File: config.mk
export PLATFORM = sky130hd
export DESIGN_NAME = rbfu_wb_scheduler
export DESIGN_NICKNAME = d
export VERILOG_FILES = /design/src/rtl/rbfu_wb_scheduler_pkg.sv /design/src/rtl/rbfu_wb_grant.sv /design/src/rtl/rbfu_wb_scheduler.sv
export SDC_FILE = /design/constraint.sdc
export NUM_CORES = 1
export LEC_CHECK = 0
export BUFFER_PORTS_ARGS = -buffer_cell sky130_fd_sc_hd__buf_2
export CAP_MARGIN = 30
export CORE_MARGIN = 8
export CORE_UTILIZATION = 49
export DETAILED_ROUTE_END_ITERATION = 16
export PLACE_DENSITY = 0.75
export SYNTH_ARGS = -nofsm -noshare
export SYNTH_HDL_FRONTEND = slang
export SYNTH_SLANG_ARGS = --single-unit
File: constraint.sdc
create_clock -name clk -period 1.7 [get_ports clk]
set_input_delay 0.085 -clock clk [delete_from_list [all_inputs] [get_ports clk]]
set_output_delay 0.085 -clock clk [all_outputs]
set_load 0.02 [all_outputs]
File: src/rtl/rbfu_wb_scheduler_pkg.sv
// rtl/rbfu_wb_scheduler_pkg.sv - shared types, sizes and bus field helpers for the RBFU write-back scheduler
package rbfu_wb_scheduler_pkg;

  localparam int P     = 2;
  localparam int LANES = 2 * P;
  localparam int MAP   = 2;
  localparam int CNT_W = 16;

  typedef logic [MAP-1:0]       lane_idx_t;
  typedef logic [MAP-1:0]       bank_idx_t;
  typedef logic [LANES-1:0]     mask_t;
  typedef logic [LANES*MAP-1:0] bus_t;

  typedef enum logic {
    ST_IDLE  = 1'b0,
    ST_DRAIN = 1'b1
  } state_t;

  // Field idx of a packed *_bus word (field 0 in the low bits).
  function automatic lane_idx_t get_field(input bus_t bus, input int idx);
    return bus[idx*MAP +: MAP];
  endfunction

  // Returns bus with field idx replaced by val.
  function automatic bus_t put_field(input bus_t bus, input int idx, input lane_idx_t val);
    bus_t r_word;
    r_word = bus;
    r_word[idx*MAP +: MAP] = val;
    return r_word;
  endfunction

endpackage

File: src/rtl/rbfu_wb_grant.sv
// rtl/rbfu_wb_grant.sv - combinational per-bank lowest-lane grant function
module rbfu_wb_grant
  import rbfu_wb_scheduler_pkg::*;
(
  input  mask_t i_mask,
  input  bus_t  i_dest_bus,
  output bus_t  o_sel_bus,
  output mask_t o_we,
  output mask_t o_granted,
  output mask_t o_live
);

  // For every bank pick the lowest requesting lane; scanning downward lets the lowest match win.
  always_comb begin
    o_sel_bus = '0;
    o_we      = '0;
    o_granted = '0;
    for (int k = 0; k < LANES; k++) begin
      for (int j = LANES - 1; j >= 0; j--) begin
        if (i_mask[j] && (int'(get_field(i_dest_bus, j)) == k)) begin
          o_sel_bus = put_field(o_sel_bus, k, lane_idx_t'(j));
          o_we[k]   = 1'b1;
        end
      end
      if (o_we[k]) begin
        o_granted[get_field(o_sel_bus, k)] = 1'b1;
      end
    end
  end

  // Live lanes: masked in and aimed at an existing bank; out-of-range destinations are dropped here.
  always_comb begin
    o_live = '0;
    for (int j = 0; j < LANES; j++) begin
      o_live[j] = i_mask[j] && (int'(get_field(i_dest_bus, j)) < LANES);
    end
  end

endmodule

File: src/rtl/rbfu_wb_scheduler.sv
// rtl/rbfu_wb_scheduler.sv - write-back scheduler producing sel_BI_bus and serialising bank conflicts
module rbfu_wb_scheduler
  import rbfu_wb_scheduler_pkg::*;
(
  input  logic                 clk,
  input  logic                 rst,
  input  logic                 req_valid,
  output logic                 req_ready,
  input  logic [LANES-1:0]     req_lane_mask,
  input  logic [LANES*MAP-1:0] req_dest_bus,
  output logic [LANES*MAP-1:0] sel_BI_bus,
  output logic [LANES-1:0]     bank_we,
  output logic                 out_valid,
  output logic                 pipe_hold,
  output logic [CNT_W-1:0]     conflict_cnt
);

  state_t           r_state;
  state_t           w_state_nxt;
  mask_t            r_resid;
  mask_t            w_resid_nxt;
  bus_t             r_dest;
  bus_t             r_sel;
  mask_t            r_we;
  logic             r_out_valid;
  logic [CNT_W-1:0] r_cnt;

  logic  w_accept;
  logic  w_issue;
  mask_t w_g_mask;
  bus_t  w_g_dest;
  bus_t  w_g_sel;
  mask_t w_g_we;
  mask_t w_g_granted;
  mask_t w_g_live;

  assign w_accept = req_valid && req_ready;
  // A grant is computed on every accept and on every drain cycle.
  assign w_issue  = w_accept || (r_state == ST_DRAIN);
  // While draining, the stored residual lanes and destinations feed the grant; otherwise the new request does.
  assign w_g_mask = (r_state == ST_DRAIN) ? r_resid : req_lane_mask;
  assign w_g_dest = (r_state == ST_DRAIN) ? r_dest  : req_dest_bus;

  rbfu_wb_grant u_grant (
    .i_mask     (w_g_mask),
    .i_dest_bus (w_g_dest),
    .o_sel_bus  (w_g_sel),
    .o_we       (w_g_we),
    .o_granted  (w_g_granted),
    .o_live     (w_g_live)
  );

  // State register together with the residual lane mask it mirrors.
  always_ff @(posedge clk) begin
    if (rst) begin
      r_state <= ST_IDLE;
      r_resid <= '0;
    end else begin
      r_state <= w_state_nxt;
      r_resid <= w_resid_nxt;
    end
  end

  // Next state: residual is whatever live lanes were not granted; DRAIN while any remain.
  always_comb begin
    w_state_nxt = r_state;
    w_resid_nxt = r_resid;
    if (w_issue) begin
      w_resid_nxt = w_g_live & ~w_g_granted;
      w_state_nxt = (|w_resid_nxt) ? ST_DRAIN : ST_IDLE;
    end
  end

  // Registered grant outputs, stored destinations and saturating drain-cycle counter.
  always_ff @(posedge clk) begin
    if (rst) begin
      r_dest      <= '0;
      r_sel       <= '0;
      r_we        <= '0;
      r_out_valid <= 1'b0;
      r_cnt       <= '0;
    end else begin
      if (w_accept) begin
        r_dest <= req_dest_bus;
      end
      if (w_issue) begin
        r_sel       <= w_g_sel;
        r_we        <= w_g_we;
        r_out_valid <= |w_g_we;
      end else begin
        r_we        <= '0;
        r_out_valid <= 1'b0;
      end
      if ((r_state == ST_DRAIN) && (r_cnt != '1)) begin
        r_cnt <= r_cnt + 1'b1;
      end
    end
  end

  // Outputs: handshake and hold derive from state; the rest come straight from registers.
  always_comb begin
    req_ready    = !rst && (r_state == ST_IDLE);
    pipe_hold    = (r_state == ST_DRAIN);
    sel_BI_bus   = r_sel;
    bank_we      = r_we;
    out_valid    = r_out_valid;
    conflict_cnt = r_cnt;
  end

endmodule

# After elaboration in Yosys (flattened, before gate mapping)

Cells that the tools add are included.

Mux-type cells: 47
Add/sub/neg operators: 1
Reductions and logical operators: 32
Magnitude comparators: 8
Eq/ne operators: 13
Bitwise operators: 7

Operator list:

| cell                                                        | count |
|---|---|
| two-way mux 8 bit                                           | 5 |
| two-way mux 4 bit                                           | 9 |
| two-way mux 6 bit                                           | 4 |
| logical AND 1 bit                                           | 23 |
| two-way mux 1 bit                                           | 21 |
| adder 16 x 1 -> 16 bit (second input constant)              | 1 |
| == test 2 bit (second input constant)                       | 8 |
| inequality test 16 bit (second input constant)              | 1 |
| less-than comparator 2 x 3 -> 1 bit (second input constant) | 4 |
| bitwise OR 4 bit                                            | 3 |
| demux 1 bit (select 2 bit)                                  | 4 |
| == test 2 x 1 -> 1 bit (second input constant)              | 4 |
| >= comparator 2 x 1 -> 1 bit (second input constant)        | 4 |
| zero test 2 bit                                             | 4 |
| two-way mux 2 bit                                           | 4 |
| OR reduction 4 bit                                          | 2 |
| bitwise AND 4 bit                                           | 1 |
| NOT 4 bit                                                   | 1 |
| NOT 1 bit                                                   | 2 |
| OR reduction 2 bit                                          | 1 |
| zero test 1 bit                                             | 1 |
| logical OR 1 bit                                            | 1 |

Output and inout port bits: 31
Register bits after elaboration: 42

# Logic depth before layout (Yosys ltp)

Gate-level depths: netlist of the first run.

Depth in word-level cells: 29
Gate-level depth with buffers: 8
Mapped depth without buffers: 7

# Hierarchy

A second synthesis of the first run with hierarchy kept.

Cell total of the unflattened synthesis: 268
Area, all modules: 2298.5 µm²

Modules (own cells, without submodules):

| module            | area an instance (µm²) | cells each | times used |
|---|---|---|---|
| rbfu_wb_scheduler | 1894.3                 | 202        | 1 |
| rbfu_wb_grant     | 404.1                  | 66         | 1 |

# Worst setup path after synthesis of the first run

OpenSTA, ideal clock, no wires.

Path kind: flip-flop to flip-flop
From: register r_state, in the netlist pipe_hold
To: register r_state, in the netlist pipe_hold
Arrival time: 1777 ps
Cell stages (with the launch flop): 8
Buffers on the path: 1
Path slack: -151 ps
Setup time: 74 ps
Path through: dfxtp_1 buf_6 nand3b_2 o32a_2 nand2_2 o32ai_1 or4b_1 o211ai_2

Longest elaborated chain between the ends: 22

Ends and longest elaborated chain:

| element                                                                                                          | line                    | source |
|---|---|---|
| from (decl)                                                                                                      | rbfu_wb_scheduler.sv:18 | `state_t r_state;` |
| from (signal assigned)                                                                                           | rbfu_wb_scheduler.sv:59 | `r_state <= w_state_nxt;` |
| two-way mux 8 bit                                                                                                | rbfu_wb_scheduler.sv:42 | `assign w_g_dest = (r_state == ST_DRAIN) ? r_dest : req_dest_bus;` |
| zero test 2 bit                                                                                                  | rbfu_wb_grant.sv:20     | `if (i_mask[j] && (int'(get_field(i_dest_bus, j)) == k)) begin` |
| logical AND 1 bit                                                                                                | rbfu_wb_grant.sv:20     |  |
| two-way mux 2 bit (4 in series)                                                                                  | rbfu_wb_grant.sv:20     |  |
| less-than comparator 2 x 3 -> 1 bit (implied by the code) / >= comparator 2 x 1 -> 1 bit (equally long branches) | rbfu_wb_grant.sv:26     | `o_granted[get_field(o_sel_bus, k)] = 1'b1;` |
| logical AND 1 bit (implied by the code)                                                                          | rbfu_wb_grant.sv:26     |  |
| two-way mux 1 bit (implied by the code)                                                                          | rbfu_wb_grant.sv:26     |  |
| demux 1 bit (select 2 bit)                                                                                       | n/a                     |  |
| [... 3 more ...]                                                                                                 | n/a                     |  |
| bitwise OR 4 bit (no source line)                                                                                | n/a                     |  |
| two-way mux 4 bit                                                                                                | rbfu_wb_grant.sv:25     | `if (o_we[k]) begin` |
| bitwise OR 4 bit (no source line)                                                                                | n/a                     |  |
| two-way mux 4 bit                                                                                                | rbfu_wb_grant.sv:25     |  |
| NOT 4 bit                                                                                                        | rbfu_wb_scheduler.sv:69 | `w_resid_nxt = w_g_live & ~w_g_granted;` |
| bitwise AND 4 bit                                                                                                | rbfu_wb_scheduler.sv:69 |  |
| OR reduction 4 bit                                                                                               | rbfu_wb_scheduler.sv:70 | `w_state_nxt = (\|w_resid_nxt) ? ST_DRAIN : ST_IDLE;` |
| two-way mux 1 bit                                                                                                | rbfu_wb_scheduler.sv:70 |  |

Several ways; a longest one is shown, not always the timed one.
A chain may end at the register's enable or synchronous reset.

# Worst setup path after layout of the first run

From: register r_state, in the netlist pipe_hold
To: register r_out_valid, in the netlist out_valid

Longest elaborated chain between the ends: 8

Ends and longest elaborated chain:

| element                               | line                    | source |
|---|---|---|
| two-way mux 8 bit                     | rbfu_wb_scheduler.sv:42 |  |
| == test 2 bit (tied with other cells) | rbfu_wb_grant.sv:20     |  |
| logical AND 1 bit                     | rbfu_wb_grant.sv:20     |  |
| two-way mux 1 bit (4 in series)       | rbfu_wb_grant.sv:20     |  |
| OR reduction 4 bit                    | rbfu_wb_scheduler.sv:89 | `r_out_valid <= \|w_g_we;` |
| to (signal assigned)                  | rbfu_wb_scheduler.sv:89 |  |
| to (decl)                             | rbfu_wb_scheduler.sv:25 | `logic r_out_valid;` |

Several ways; a longest one is shown, not always the timed one.

==> impl_metrics.tcl, run 1 <==
set metrics [dict create \
    status "finished with violations" \
    failed_checks "setup timing" \
    leakage_nw 1.44 \
    tns_ns -0.577 \
    antenna_found_initial 0 \
    switching_share_pct 31.8 \
    cp-start-kind "register" \
    portBuffers 45 \
    hold_violations 0 \
    cp_max_fo 6 \
    synth_top_area_share_pct 37.9 \
    fin_hold_ws_ns 0.0144 \
    cts_max_path_buffers 2 \
    ant_nets 0 \
    vias_per_cell 5.52 \
    drive_gt1_share_pct 44.2 \
    crit_type "reg2reg" \
    drc 0 \
    fin_worst_skew_ns 0.00611 \
    synth_common_cells "42 x dfxtp_1, 38 x nor2_1, 24 x nand2_1" \
    slew_headroom_pct 73.2 \
    rows 24 \
    cts_root_buf "clkbuf_8" \
    diodes 0 \
    setup_viol 4 \
    drtIter0Drc 91 \
    via_count 2298 \
    post-route-min-period_ns 1.90 \
    numClockSinks 42 \
    setup_slack_ns -0.205 \
    die_h_um 83.3 \
    drv_slew 0 \
    core_um2 4350 \
    insertion_delay_ns 0.31 \
    seqPwrFrac_pct 44.6 \
    whs_path_depth 2 \
    synth_edf_count 0 \
    yosysTopAreaCell "dfxtp_1" \
    r2r-start "pipe_hold" \
    p_comb_share_pct 28.8 \
    die_area_um2 6940 \
    synthesis.nets 276 \
    ioPinCount 46 \
    drt_pre_antenna_iters 4 \
    worstPathRequired_ns 1.89 \
    gp_congestion 0.912 \
    grt_setup_unrepaired "yes" \
    cts_buffers 5 \
    ff2ff_path_depth 6 \
    ys_async_sr_fraction_pct 0 \
    power_density_nw_per_um2 771 \
    dp_hpwl_um 4590 \
    critPathCaptureType "register" \
    cp-endpoint "out_valid" \
    synth_area_um2 2220 \
    synth_cell_type_count 57 \
    syn-mean-instance-area_um2 8.53 \
    ys_warn_count 0 \
    grt_first_pass_wirelength_um 10200 \
    yosysSeqAreaShare_pct 37.9 \
    drv_cap 0 \
    rrSetupSlack_ns -0.20 \
    finalWirelength_um 6510 \
    fmax_mhz 525 \
    placed_area_um2 2840 \
    synth_area_leaders "dfxtp_1 38%, nor2_1 6.4%, xor2_1 5.1%, nand2_1 4.1%, mux2i_1 3.6%" \
    first_global_vias 2304 \
    htreeDepth 2 \
    nets 379 \
    wl_per_cell_um 15.6 \
    r2r-end "out_valid" \
    post-place-ws_ns -0.187 \
    start_util_pct 50.9 \
    yosysMostFrequentCell "dfxtp_1" \
    ys_seq_elements 42 \
    grt_usage_pct 17.5 \
    cts_tree "built" \
    syn2layout_area_growth_pct 43.1 \
    grt_max_degree 37 \
    chipWidth_um 83.3 \
    path_clk_slew_ns 0.08 \
    syn_inst 260 \
    peakVddDrop_uv 442 \
    power_frac_clock_pct 26.6 \
    tightest_slew_ns 0.402 \
    finalCritPeriodShare_pct 112 \
    p_int_mw 1.67 \
    synth_ff_type "dfxtp_1" \
    crit_arrival_ns 2.09 \
    crit_start "pipe_hold" \
    design_area_um2 3180 \
    min_path_type "in2reg" \
    power.switching_mw 0.778 \
    grt_overflow 0 \
]
==> area by class of cell <==
| type | instances | area, µm² |
|---|---|---|
| Timing Repair Buffer | 105 | 687 |
| Clock inverter | 3 | 21.3 |
| Tap cell | 52 | 65.1 |
| Multi-Input combinational cell | 195 | 1430 |
| Fill cell | 325 | 1180 |
| Sequential cell | 42 | 853 |
| Inverter | 14 | 52.6 |
| Clock buffer | 5 | 68.8 |
==> through the flow <==
step	utilization, %	power, mW	cells
2_1_floorplan	-	1.46	260
3_3_place_gp	65.2	1.69	398
3_5_place_dp	65.2	1.70	398
4_1_cts	68.4	2.35	407
5_1_grt	72.9	2.57	416
6_report	72.9	2.45	416
==> worst max-delay path: stages (launching register included) <==
cell and delay (ns):
dfxtp_4 0.39, buf_6 0.13, and2b_4 0.22, a32oi_4 0.28, o221ai_2 0.15, o21a_1 0.21
or4_4 0.41
==> repair_timing <==
item,4_1_cts,5_1_grt
hold buffers,0,0
resized for setup,7,29
pin swaps,1,9
buffers inserted,1,9
cloned,0,0
endpoints found under the setup margin,13,19
==> routing by layer <==
layer / vias to the layer above / GRT usage (%) / share of wire (%) / routed length (µm)
met2: 60 / 30.1 / 49 / 3190
met5: - / 0 / 0 / 0
li1: 1136 / - / - / -
met4: 0 / 6.87 / 2.1 / 136
met1: 1090 / 19.4 / 43 / 2810
met3: 12 / 5.57 / 5.6 / 365
==> registers in the layout, summed over array words and instances, names as in the netlist <==
register,flops
pipe_hold,1
r_resid,4
sel_BI_bus,8
r_dest,8
bank_we,4
out_valid,1
conflict_cnt,16
==> cells in the final DEF, fill, tap and decap left out, drive strengths merged, types with 4 or more instances in the layout <==
cell type	netlist	layout
clkbuf	5	5
inv	14	14
nor2	39	39
mux2i	8	8
buf	4	105
a21oi	14	14
and3	4	4
o21ai	7	7
o32a	4	4
nand2b	4	4
o32ai	4	4
xor2	13	13
nand3	14	14
dfxtp	42	42
nand4	11	11
nand2	25	25
xnor2	4	4
==> logic make-up after synthesis <==
family | count (synthesis) | synth area share, %
xor gates and xnor gates | 17 | 6.71
buffers and inverters | 23 | 4.79
DFF | 42 | 37.9
AOI/OAI and AO/OA | 49 | 17.1
and+or+nand+nor | 120 | 29.3
muxes | 8 | 3.61
adders and majority gates | 1 | 0.564
==> how the worst min path moves through the flow <==
| stage | startpoint | slack (ns) | endpoint |
|---|---|---|---|
| floorplan | req_valid | 0.16 | r_resid[0] |
| global placement | req_valid | 0.32 | r_resid[0] |
| detailed placement | req_valid | 0.32 | r_resid[0] |
| CTS | req_valid | 0.001 | r_resid[0] |
| global route | req_valid | 0.02 | r_resid[0] |
| finish | req_valid | 0.01 | r_resid[0] |
==> power groups by stage <==
stage / logic, mW / clock network [mW] / registers (mW)
floorplan: 0.304 / 0 / 1.15
global placement: 0.579 / 0 / 1.11
detailed placement: 0.588 / 0 / 1.12
CTS: 0.603 / 0.656 / 1.09
global route: 0.760 / 0.710 / 1.10
finish: 0.706 / 0.651 / 1.09
(Power assumes the default switching activity.)
==> run 2: changes to the inputs <==
--- a/config.mk
+++ b/config.mk
@@ -7,10 +7,12 @@
 export LEC_CHECK = 0
 export BUFFER_PORTS_ARGS = -buffer_cell sky130_fd_sc_hd__buf_2
 export CAP_MARGIN = 30
+export CELL_PAD_IN_SITES_DETAIL_PLACEMENT = 1
+export CELL_PAD_IN_SITES_GLOBAL_PLACEMENT = 1
 export CORE_MARGIN = 8
-export CORE_UTILIZATION = 49
+export CORE_UTILIZATION = 40
 export DETAILED_ROUTE_END_ITERATION = 16
-export PLACE_DENSITY = 0.75
+export PLACE_DENSITY_LB_ADDON = 0.1
 export SYNTH_ARGS = -nofsm -noshare
 export SYNTH_HDL_FRONTEND = slang
 export SYNTH_SLANG_ARGS = --single-unit
==> constraint.sdc (replaced) <==
create_clock -name clk -period 1.8 [get_ports clk]
set_input_delay 0.09 -clock clk [delete_from_list [all_inputs] [get_ports clk]]
set_output_delay 0.09 -clock clk [all_outputs]
set_load 0.02 [all_outputs]
==> run 2 against run 1 <==
Net effect: the run still ends with setup timing left; wire length grew 3.8%; fmax grew 2.6%; hold slack gained 0.034 ns; largest cell class unchanged; non-clock buffer count shrank 8; critical path type unchanged.
==> impl_metrics.tcl, run 2 (same netlist as run 1, synthesis figures left out) <==
set metrics [dict create \
    cts_max_path_buffers 2 \
    post-route-min-period_ns 1.86 \
    via_count 2237 \
    crit_buf_inv 1 \
    grt_max_degree 37 \
    chipWidth_um 90.5 \
    crit_type "reg2reg" \
    portBuffers 45 \
    core_um2 5440 \
    drv_slew 0 \
    ioPinCount 46 \
    power_density_nw_per_um2 743 \
    insertion_delay_ns 0.29 \
    rrSetupSlack_ns -0.06 \
    dpl.cell_count 412 \
    nFillCells 677 \
    fin_util_pct 56.5 \
    layout_commonest_cell "buf_4" \
    syn2layout_area_growth_pct 38.6 \
    ff2ff_path_depth 7 \
    drt_pre_antenna_iters 4 \
    post-place-ws_ns -0.190 \
    crit_arrival_ns 2.07 \
    critPathCaptureType "register" \
    stdcell_count 428 \
    min_path_type "in2reg" \
    diodes 0 \
    multi_input_area_um2 1370 \
    status "finished with violations" \
    rows 27 \
    failed_checks "setup timing" \
    setup_slack_ns -0.0559 \
    critical_path.top_delay_family "simple AND/OR/NAND/NOR gates" \
    dp_hpwl_um 5220 \
    drtIter0Drc 54 \
    layout_common_cells "50 x buf_4, 45 x buf_2, 40 x dfxtp_1" \
    path_clk_slew_ns 0.08 \
    ant_nets 0 \
    peakVddDrop_uv 294 \
    p_total_mw 2.29 \
    cp_max_fo 7 \
    tns_ns -0.147 \
    tightest_slew_ns 0.503 \
    first_global_vias 2399 \
    fin_worst_skew_ns 0.00457 \
    ff_latch_area_um2 846 \
    drv_cap 0 \
    drc 0 \
    die_h_um 90.5 \
    cts_tree "built" \
    start_util_pct 40.8 \
    htreeDepth 2 \
    grt_usage_pct 16.4 \
    antenna_found_initial 0 \
    grt_setup_unrepaired "yes" \
    die_area_um2 8180 \
    whs_path_depth 2 \
    worstPathRequired_ns 2.02 \
    leakage_nw 1.39 \
    grt_first_pass_wirelength_um 11200 \
    cts_root_buf "clkbuf_8" \
    fmax_mhz 539 \
    vias_per_cell 5.23 \
    wl_per_cell_um 15.8 \
    slowest_stage "or4b_4" \
    hold_violations 0 \
    path_depth 7 \
    slowest_delay_ns 0.53 \
    cts_buffers 5 \
    cp-start-kind "register" \
    grt_overflow 0 \
    gp_congestion 0.836 \
    setup_viol 3 \
    finalCritPeriodShare_pct 103 \
    finalWirelength_um 6760 \
    drive_gt1_share_pct 39.0 \
    crit_chain "buf_6 > nand2b_4 > o32a_1 > nand2b_1 > o32ai_1 > or4b_4 > o211ai_2" \
    largest_reg_flops 16 \
    slew_headroom_pct 66.3 \
    numClockSinks 42 \
    nets 371 \
]
-- run 2: cell types whose count changed in the layout (fill, tap and decap cells not counted), moves of 2 or more --
cell,before,now
a32oi_1,0,2
a32oi_4,2,0
buf_4,57,50
dfxtp_1,34,40
dfxtp_2,7,1
nand2_2,1,3
-- run 2: what timing repair did --
item,CTS,global route
setup buffers,2,6
gates resized for setup,8,14
pin swaps,4,9
endpoints found under the setup margin,11,17
hold buffers,0,0
-- run 2: worst reg2reg max path, stage by stage (launching register included) --
cell and delay, ns:
dfxtp_4 0.38, buf_6 0.14, nand2b_4 0.14, o32a_1 0.31, nand2b_1 0.11, o32ai_1 0.09
or4b_4 0.53, o211ai_2 0.08
-- run 2: where the power goes --
part / total [mW] / switching (mW) / internal [mW]
registers: 1.03 / 0.0479 / 0.985
clock network: 0.631 / 0.321 / 0.310
logic: 0.622 / 0.326 / 0.296
total: 2.29 / 0.695 / 1.59
-- run 2: path summary, 6_finish.rpt --
| path | endpoint | from |
|---|---|---|
| max reg2reg | pipe_hold | pipe_hold |
| min reg2reg | sel_BI_bus[4] | sel_BI_bus[4] |
| min | r_resid[0] | req_valid |
| max | pipe_hold | pipe_hold |
-- run 2: cell type report --
cell class	count	area share (%)
inverter	14	1.71
clock inverter	1	0.163
multi-input combinational	195	44.6
clock buffer	7	2.81
sequential	42	27.5
tap	72	2.93
timing repair buffer	97	20.3
-- run 2: stage by stage --
| step | hold slack [ns] | area, µm² |
|---|---|---|
| after floorplan | 0.167 | 2220 |
| after global placement | 0.334 | 2810 |
| after detailed placement | 0.347 | 2810 |
| after CTS | 0.0343 | 2960 |
| after global routing | 0.0499 | 3080 |
| final | 0.0487 | 3080 |
-- run 2: routing by layer --
layer | track usage (%) | vias up | wire length [µm]
met1 | 17.4 | 1077 | 2880
met4 | 4.16 | 0 | 62
met5 | 0 | - | 0
met3 | 3.99 | 7 | 241
met2 | 31.1 | 36 | 3570
li1 | - | 1117 | -
